<file path="config.mk">
export PLATFORM = sky130hd
export DESIGN_NAME = ahb2apb_bridge_mux
export DESIGN_NICKNAME = d
export VERILOG_FILES = /design/src/rtl/ahb2apb_bridge_mux.sv
export SDC_FILE = /design/constraint.sdc
export NUM_CORES = 1
export LEC_CHECK = 0
export CORE_MARGIN = 8
export CORE_UTILIZATION = 37
export DETAILED_ROUTE_END_ITERATION = 10
export PLACE_DENSITY_LB_ADDON = 0.2
export SETUP_SLACK_MARGIN = 0.4
export SYNTH_ARGS = -nofsm -noshare
export SYNTH_HDL_FRONTEND = slang
export SYNTH_SLANG_ARGS = --single-unit
</file>
<file path="constraint.sdc">
create_clock -name HCLK -period 2.14 [get_ports HCLK]
set_clock_uncertainty 0.15 [all_clocks]
set_input_delay 0.428 -clock HCLK [delete_from_list [all_inputs] [get_ports HCLK]]
set_output_delay 0.428 -clock HCLK [all_outputs]
set_load 0.05 [all_outputs]
</file>
<file path="src/rtl/ahb2apb_bridge_mux.sv">
// AHB-Lite slave to multi-completer APB master bridge.
// PREADY waits, PSLVERR/decode-miss/timeout reported as two-cycle AHB ERROR.
//
// Ports:
//   HCLK, HRESETn        clock, async active-low reset
//   HSEL..HREADY         AHB-Lite slave address/data phase inputs
//   HREADYOUT/HRESP      AHB response, HRDATA registered read data
//   PADDR..PENABLE       APB request, PSEL one-hot over NUM_SLV
//   PRDATA/PREADY/PSLVERR per-completer APB responses
module ahb2apb_bridge_mux #(
  parameter int ADDR_W       = 32,
  parameter int DATA_W       = 32,
  parameter int NUM_SLV      = 4,
  parameter int SLV_ADDR_LSB = 12,
  parameter int TIMEOUT      = 0
) (
  input  logic                      HCLK,
  input  logic                      HRESETn,
  input  logic                      HSEL,
  input  logic [1:0]                HTRANS,
  input  logic [ADDR_W-1:0]         HADDR,
  input  logic                      HWRITE,
  input  logic [DATA_W-1:0]         HWDATA,
  input  logic                      HREADY,
  output logic                      HREADYOUT,
  output logic                      HRESP,
  output logic [DATA_W-1:0]         HRDATA,
  output logic [ADDR_W-1:0]         PADDR,
  output logic [DATA_W-1:0]         PWDATA,
  output logic                      PWRITE,
  output logic [NUM_SLV-1:0]        PSEL,
  output logic                      PENABLE,
  input  logic [NUM_SLV*DATA_W-1:0] PRDATA,
  input  logic [NUM_SLV-1:0]        PREADY,
  input  logic [NUM_SLV-1:0]        PSLVERR
);

  localparam int IDX_W = (NUM_SLV > 1) ? $clog2(NUM_SLV) : 1;
  localparam int CNT_W = (TIMEOUT > 1) ? $clog2(TIMEOUT) : 1;
  localparam logic [CNT_W-1:0] CNT_LAST =
    CNT_W'((TIMEOUT > 0) ? TIMEOUT - 1 : 0);

  localparam logic [2:0] S_IDLE   = 3'd0;
  localparam logic [2:0] S_WWAIT  = 3'd1;
  localparam logic [2:0] S_SETUP  = 3'd2;
  localparam logic [2:0] S_ACCESS = 3'd3;
  localparam logic [2:0] S_ERR1   = 3'd4;
  localparam logic [2:0] S_ERR2   = 3'd5;

  logic [2:0]        r_state;
  logic [IDX_W-1:0]  r_idx;
  logic [CNT_W-1:0]  r_cnt;
  logic [ADDR_W-1:0] r_paddr;
  logic [DATA_W-1:0] r_pwdata;
  logic [DATA_W-1:0] r_hrdata;
  logic              r_pwrite;

  logic [IDX_W-1:0]  w_idx;
  logic              w_capture;
  logic              w_miss;
  logic              w_apb;
  logic              w_rdy;
  logic              w_err;
  logic              w_tmo;
  logic [DATA_W-1:0] w_prd;
  logic [NUM_SLV-1:0] w_psel;
  logic              w_unused;

  assign w_unused  = HTRANS[0];
  assign w_idx     = HADDR[SLV_ADDR_LSB +: IDX_W];
  // Captures are only accepted in IDLE; ERR2 forces the master to re-issue.
  assign w_capture = HSEL & HREADY & HTRANS[1] & (r_state == S_IDLE);
  assign w_miss    = {1'b0, w_idx} >= (IDX_W+1)'(NUM_SLV);
  assign w_apb     = (r_state == S_SETUP) | (r_state == S_ACCESS);
  assign w_tmo     = (TIMEOUT != 0) & (r_cnt == CNT_LAST) & ~w_rdy;

  always_comb begin
    w_rdy  = 1'b0;
    w_err  = 1'b0;
    w_prd  = '0;
    w_psel = '0;
    for (int i = 0; i < NUM_SLV; i++) begin
      if (r_idx == IDX_W'(i)) begin
        w_rdy     = PREADY[i];
        w_err     = PSLVERR[i];
        w_prd     = PRDATA[i*DATA_W +: DATA_W];
        w_psel[i] = w_apb;
      end
    end
  end

  always_ff @(posedge HCLK or negedge HRESETn) begin
    if (!HRESETn) begin
      r_state  <= S_IDLE;
      r_idx    <= '0;
      r_cnt    <= '0;
      r_paddr  <= '0;
      r_pwdata <= '0;
      r_hrdata <= '0;
      r_pwrite <= 1'b0;
    end else begin
      unique case (r_state)
        S_IDLE: begin
          if (w_capture) begin
            r_paddr  <= HADDR;
            r_pwrite <= HWRITE;
            r_idx    <= w_idx;
            r_cnt    <= '0;
            if (w_miss)      r_state <= S_ERR1;
            else if (HWRITE) r_state <= S_WWAIT;
            else             r_state <= S_SETUP;
          end
        end
        S_WWAIT: begin
          r_pwdata <= HWDATA;
          r_cnt    <= '0;
          r_state  <= S_SETUP;
        end
        S_SETUP: r_state <= S_ACCESS;
        S_ACCESS: begin
          if (w_rdy) begin
            if (!r_pwrite) r_hrdata <= w_err ? '0 : w_prd;
            r_state <= w_err ? S_ERR1 : S_IDLE;
          end else if (w_tmo) begin
            r_state <= S_ERR1;
          end else begin
            r_cnt <= r_cnt + 1'b1;
          end
        end
        S_ERR1:  r_state <= S_ERR2;
        S_ERR2:  r_state <= S_IDLE;
        default: r_state <= S_IDLE;
      endcase
    end
  end

  assign HREADYOUT = (r_state == S_IDLE) | (r_state == S_ERR2);
  assign HRESP     = (r_state == S_ERR1) | (r_state == S_ERR2);
  assign HRDATA    = r_hrdata;
  assign PADDR     = r_paddr;
  assign PWDATA    = r_pwdata;
  assign PWRITE    = r_pwrite;
  assign PSEL      = w_psel;
  assign PENABLE   = (r_state == S_ACCESS);

endmodule

</file>
; ---- Word-level counts from Yosys, hierarchy flattened
; Index checks and enable logic that the tools add are counted.
[word_totals]
ff_bits = 102
in_bits = 207
[op_classes]
n_eq_ne = 10
mux = 22
n_bitwise = 7
n_reduce_logical = 5
[ops]
columns = op, count
row1 = $mux 32, 5
row2 = $pmux 3 s5, 1
row3 = $mux 1, 12
row4 = $mux 3, 3
row5 = $eq 3x2->1 const B, 2
row6 = $eq 3x3->1 const B, 2
row7 = $eq 2x2->1 const B, 2
row8 = $reduce_and 2->1, 2
row9 = $and 1x1->1, 3
row10 = $eq 3x1->1 const B, 1
row11 = $logic_not 3->1, 1
row12 = $or 1x1->1, 3
row13 = $reduce_and 3->1, 1
row14 = $eq 2x1->1 const B, 1
row15 = $logic_not 2->1, 1
row16 = $mux 2, 1
row17 = $ne 2x1->1 const B, 1
row18 = $ne 2x2->1 const B, 1
row19 = $not 1->1, 1

; ---- Depth between registers and ports, before layout
[depth]
word_depth = 8
ltp_mapped = 6
depth_no_buf = 3

; ---- Least setup slack after synthesis
; No wires, ideal clock.
[synth_path]
path_type = flip-flop to output port
startpoint = register r_idx[0]
endpoint = output port PSEL[1]
arrival_ps = 2227
slack_ps = -665
path_stages_with_launch = 4
path_buffers = 2
cell_sequence = dfrtp_1 buf_6 buf_2 nor3b_1
[synth_via]
elab_chain_len = 2
[synth_lines]
columns = item, line_no
row1 = start: declaration, 51  ; logic [IDX_W-1:0] r_idx;
row2 = start signal: assignment, 107  ; r_idx <= w_idx;
row3 = $eq 2x1->1, 83  ; if (r_idx == IDX_W'(i)) begin
row4 = $mux 1, 83
row5 = end: declaration, 31  ; output logic [NUM_SLV-1:0] PSEL,
; Every way passes these cells.

; ---- Worst setup path after layout
[layout_path]
startpoint = input port PREADY[2]
endpoint = register r_hrdata[30], in the netlist HRDATA[30]
[layout_via]
elab_chain_len = 3
[layout_lines]
columns = item, line_no
row1 = start: declaration, 34  ; input logic [NUM_SLV-1:0] PREADY,
row2 = $mux 1 (2 in series), 83
row3 = $reduce_and 3->1 (no line), --
row4 = end signal: assignment, 122  ; if (!r_pwrite) r_hrdata <= w_err ? '0 : w_prd;
row5 = end: declaration, 55  ; logic [DATA_W-1:0] r_hrdata;
; Every way passes these cells.
; A chain may end at the register's enable or synchronous reset.

==> summary.txt <==
outcome -> finished, final reports clean
first-pass GRT wire length -> 29400 um
Initial DRC Count -> 209
Final GP Congestion -> 0.807
RSZ-0062 raised after global routing -> true
CTS root buf -> clkbuf_16
Slew Viols, Final -> 0
Layout area overhead -> 95.2%
Tcrit/Tclk final -> 0.937
Crit. End Element -> flop
crit path time final -> 2.00 ns
Fmax achieved -> 499 MHz
Sequential Area -> 2510 um2
CTS tree -> built
WL/cell -> 23.1 um
CP cell instances -> clkdlybuf4s50_1, mux4_2, nand4b_4, buf_6, clkbuf_16, mux2_4
Die ar. -> 17200 um2
area occupied by multi-input gates -> 2590 um2
n_diodes -> 0
Syn. warnings -> 0
Buf/Inv on CP -> 3
Arr. time, crit path -> 2.08 ns
largest net degree at the start of global routing -> 38
Vias -> 4193
slew margin rel. -> 0.715
Max FO, Critical Path -> 5
post-layout util -> 0.732
Clock Latency Late Sink -> 0.35 ns
Die Span Y -> 131 um
Ports -> 311
setup_tns -> 0 ns
All-Layer GR Usage -> 0.220
Final nets -> 866
CP delay by family, top -> multiplexers
Worst EP required -> 2.22 ns
Post-Syn Nets -> 521
Yosys cell types -> 29
Final Hold Vio Count -> 0
worst hold slack -> 0.353 ns
buffers added on ports -> 309
Sink Count -> 100
deepest clock path buffer count -> 2
HPWL Detailed -> 13600 um
pwr/cell area -> 1620 nW/um2
Setup WS post-layout -> 0.136 ns
Congestion Overflow GR -> 0
vias in the first global route -> 4864
synthesized flop and latch total -> 100
Slew @ Worst Pin -> 0.427 ns
Max H-tree Level -> 3
cts bufs inserted -> 9
Peak VDD IR -> 1040 uV
Die Width -> 131 um
core area -> 13100 um2
mapped cell area -> 4910 um2
sequential cell area fraction in the yosys report -> 0.510
Pre-Repair DR Iteration Count -> 6
Leakage -> 0.00418 uW
initial antenna violation count -> 0
top cells by area, synth -> dfrtp_1 (51%), mux2_2 (20%), mux4_2 (16%)
top cell type's share of synthesized area -> 0.510
mean post-synth cell area -> 15.6 um2
drt via density -> 4.99
CP Class -> in2reg
max_cap viols -> 0
startpoint types -> input pin
DP Worst Slack -> -0.235 ns
fill count -> 843
Routed WL -> 19400 um
critical path's slowest cell -> mux4_2
Setup Viol. Count Final -> 0
DP Cell Count -> 787
worst min path class -> reg2reg
Post-DRT Antenna Nets -> 0
DRC -> 0
clock slew at reported path FFs -> 0.07 ns
Initial Utilization -> 0.375
row count -> 42
final std cells w/o fill -> 840
Yosys top cell by area -> dfrtp_1
critical path's largest stage delay -> 0.50 ns
Synth Instances -> 314
share of layout cells above drive strength 1 -> 0.482
## registers in the layout (all words and copies together), names as in the netlist
register and count:
HRDATA 32, PADDR 31, PWDATA 32, PWRITE 1, r_idx 1, r_state 3
## power breakdown
group	internal [uW]	switching (uW)	leakage [uW]
logic	4830	5730	0.00279
registers	2790	544	0.00123
clock network	915	736	0.000147
total	8530	7020	0.00418
## placed cells by master, fill, tap and decap left out, types with 2 or more instances in the layout
cell type	instances
mux4_2	34
buf_4	43
nor2b_1	32
clkinv_4	2
dfrtp_1	95
mux2_4	63
clkinv_2	2
clkbuf_16	12
buf_12	16
nor3_4	2
nor2_1	2
clkdlybuf4s50_1	201
dfrtp_2	5
buf_6	15
buf_16	9
mux2_2	34
mux2i_1	2
clkdlybuf4s15_2	64
nor2_4	2
dlygate4sd2_1	3
## area by class of cell
cell class / count / area share
Sequential cell: 100 / 0.262
Inverter: 1 / 0.000392
Clock inverter: 7 / 0.00797
Tap cell: 176 / 0.0230
Timing Repair Buffer: 357 / 0.413
Clock buffer: 9 / 0.0235
Multi-Input combinational cell: 190 / 0.270
## worst register-to-register path: stages, from the launching register on
cell,delay [ns]
dfrtp_2,0.44
buf_4,0.19
clkbuf_16,0.18
mux4_2,0.50
nor2b_1,0.15
mux2_4,0.27
## routing by layer
| layer | part of all wire | GRT usage | up-vias |
|---|---|---|---|
| met5 | 0 | 0 | - |
| met1 | 0.38 | 0.238 | 2126 |
| met4 | 0.024 | 0.0826 | 0 |
| li1 | - | - | 1864 |
| met2 | 0.53 | 0.393 | 175 |
| met3 | 0.066 | 0.0694 | 28 |
## cell families after synthesis
| family | after synthesis | share of synthesized area |
|---|---|---|
| muxes | 133 | 0.383 |
| DFF | 100 | 0.510 |
| and+or+nand+nor | 51 | 0.0645 |
| buffers and inverters | 24 | 0.0326 |
| AOI/OAI and AO/OA | 5 | 0.00816 |
| xor gates and xnor gates | 1 | 0.00179 |
## cell usage after synthesis, drive strengths merged
| cell | n |
|---|---|
| inv | 1 |
| o22ai | 1 |
| nor2 | 5 |
| buf | 19 |
| a41o | 1 |
| nand2 | 2 |
| and2b | 1 |
| dfrtp | 100 |
| nor2b | 33 |
| mux2i | 2 |
| nand2b | 2 |
| a21oi | 1 |
| nor3 | 3 |
| nor3b | 1 |
| xor2 | 1 |
| clkbuf | 4 |
| nand4b | 2 |
| mux4 | 34 |
| a221oi | 1 |
| a32o | 1 |
| and3 | 1 |
| mux2 | 97 |
| nand4 | 1 |
## stage by stage
stage | area [um2] | total power (uW)
6_report | 9580 | 15500
5_1_grt | 9580 | 16200
4_1_cts | 9290 | 15000
3_5_place_dp | 8320 | 12500
3_3_place_gp | 8320 | 12300
2_1_floorplan | 5010 | 9380
## worst paths after layout
path / startpoint / endpoint / slack [ns] / cells after the start
setup reg to reg: r_idx[0] / HRDATA[0] / 0.15 / 5
hold reg to reg: PADDR[7] / PADDR[7] / 0.35 / 1
hold / removal: PADDR[7] / PADDR[7] / 0.35 / 1
max in group asynchronous: HRESETn / PADDR[13] / 0.86 / 3
setup / recovery: PREADY[2] / HRDATA[30] / 0.14 / 6
min in group asynchronous: HRESETn / PWDATA[14] / 0.40 / 2
## timing repair
action | in CTS | in global routing
hold buffers | 1 | 0
setup endpoints to repair | 169 | 108
resized for setup | 249 | 47
buffers inserted | 20 | 3
hold endpoints to repair | 27 | 0
pin swaps | 7 | 3
gates cloned | 10 | 3
(Power assumes the default switching activity.)
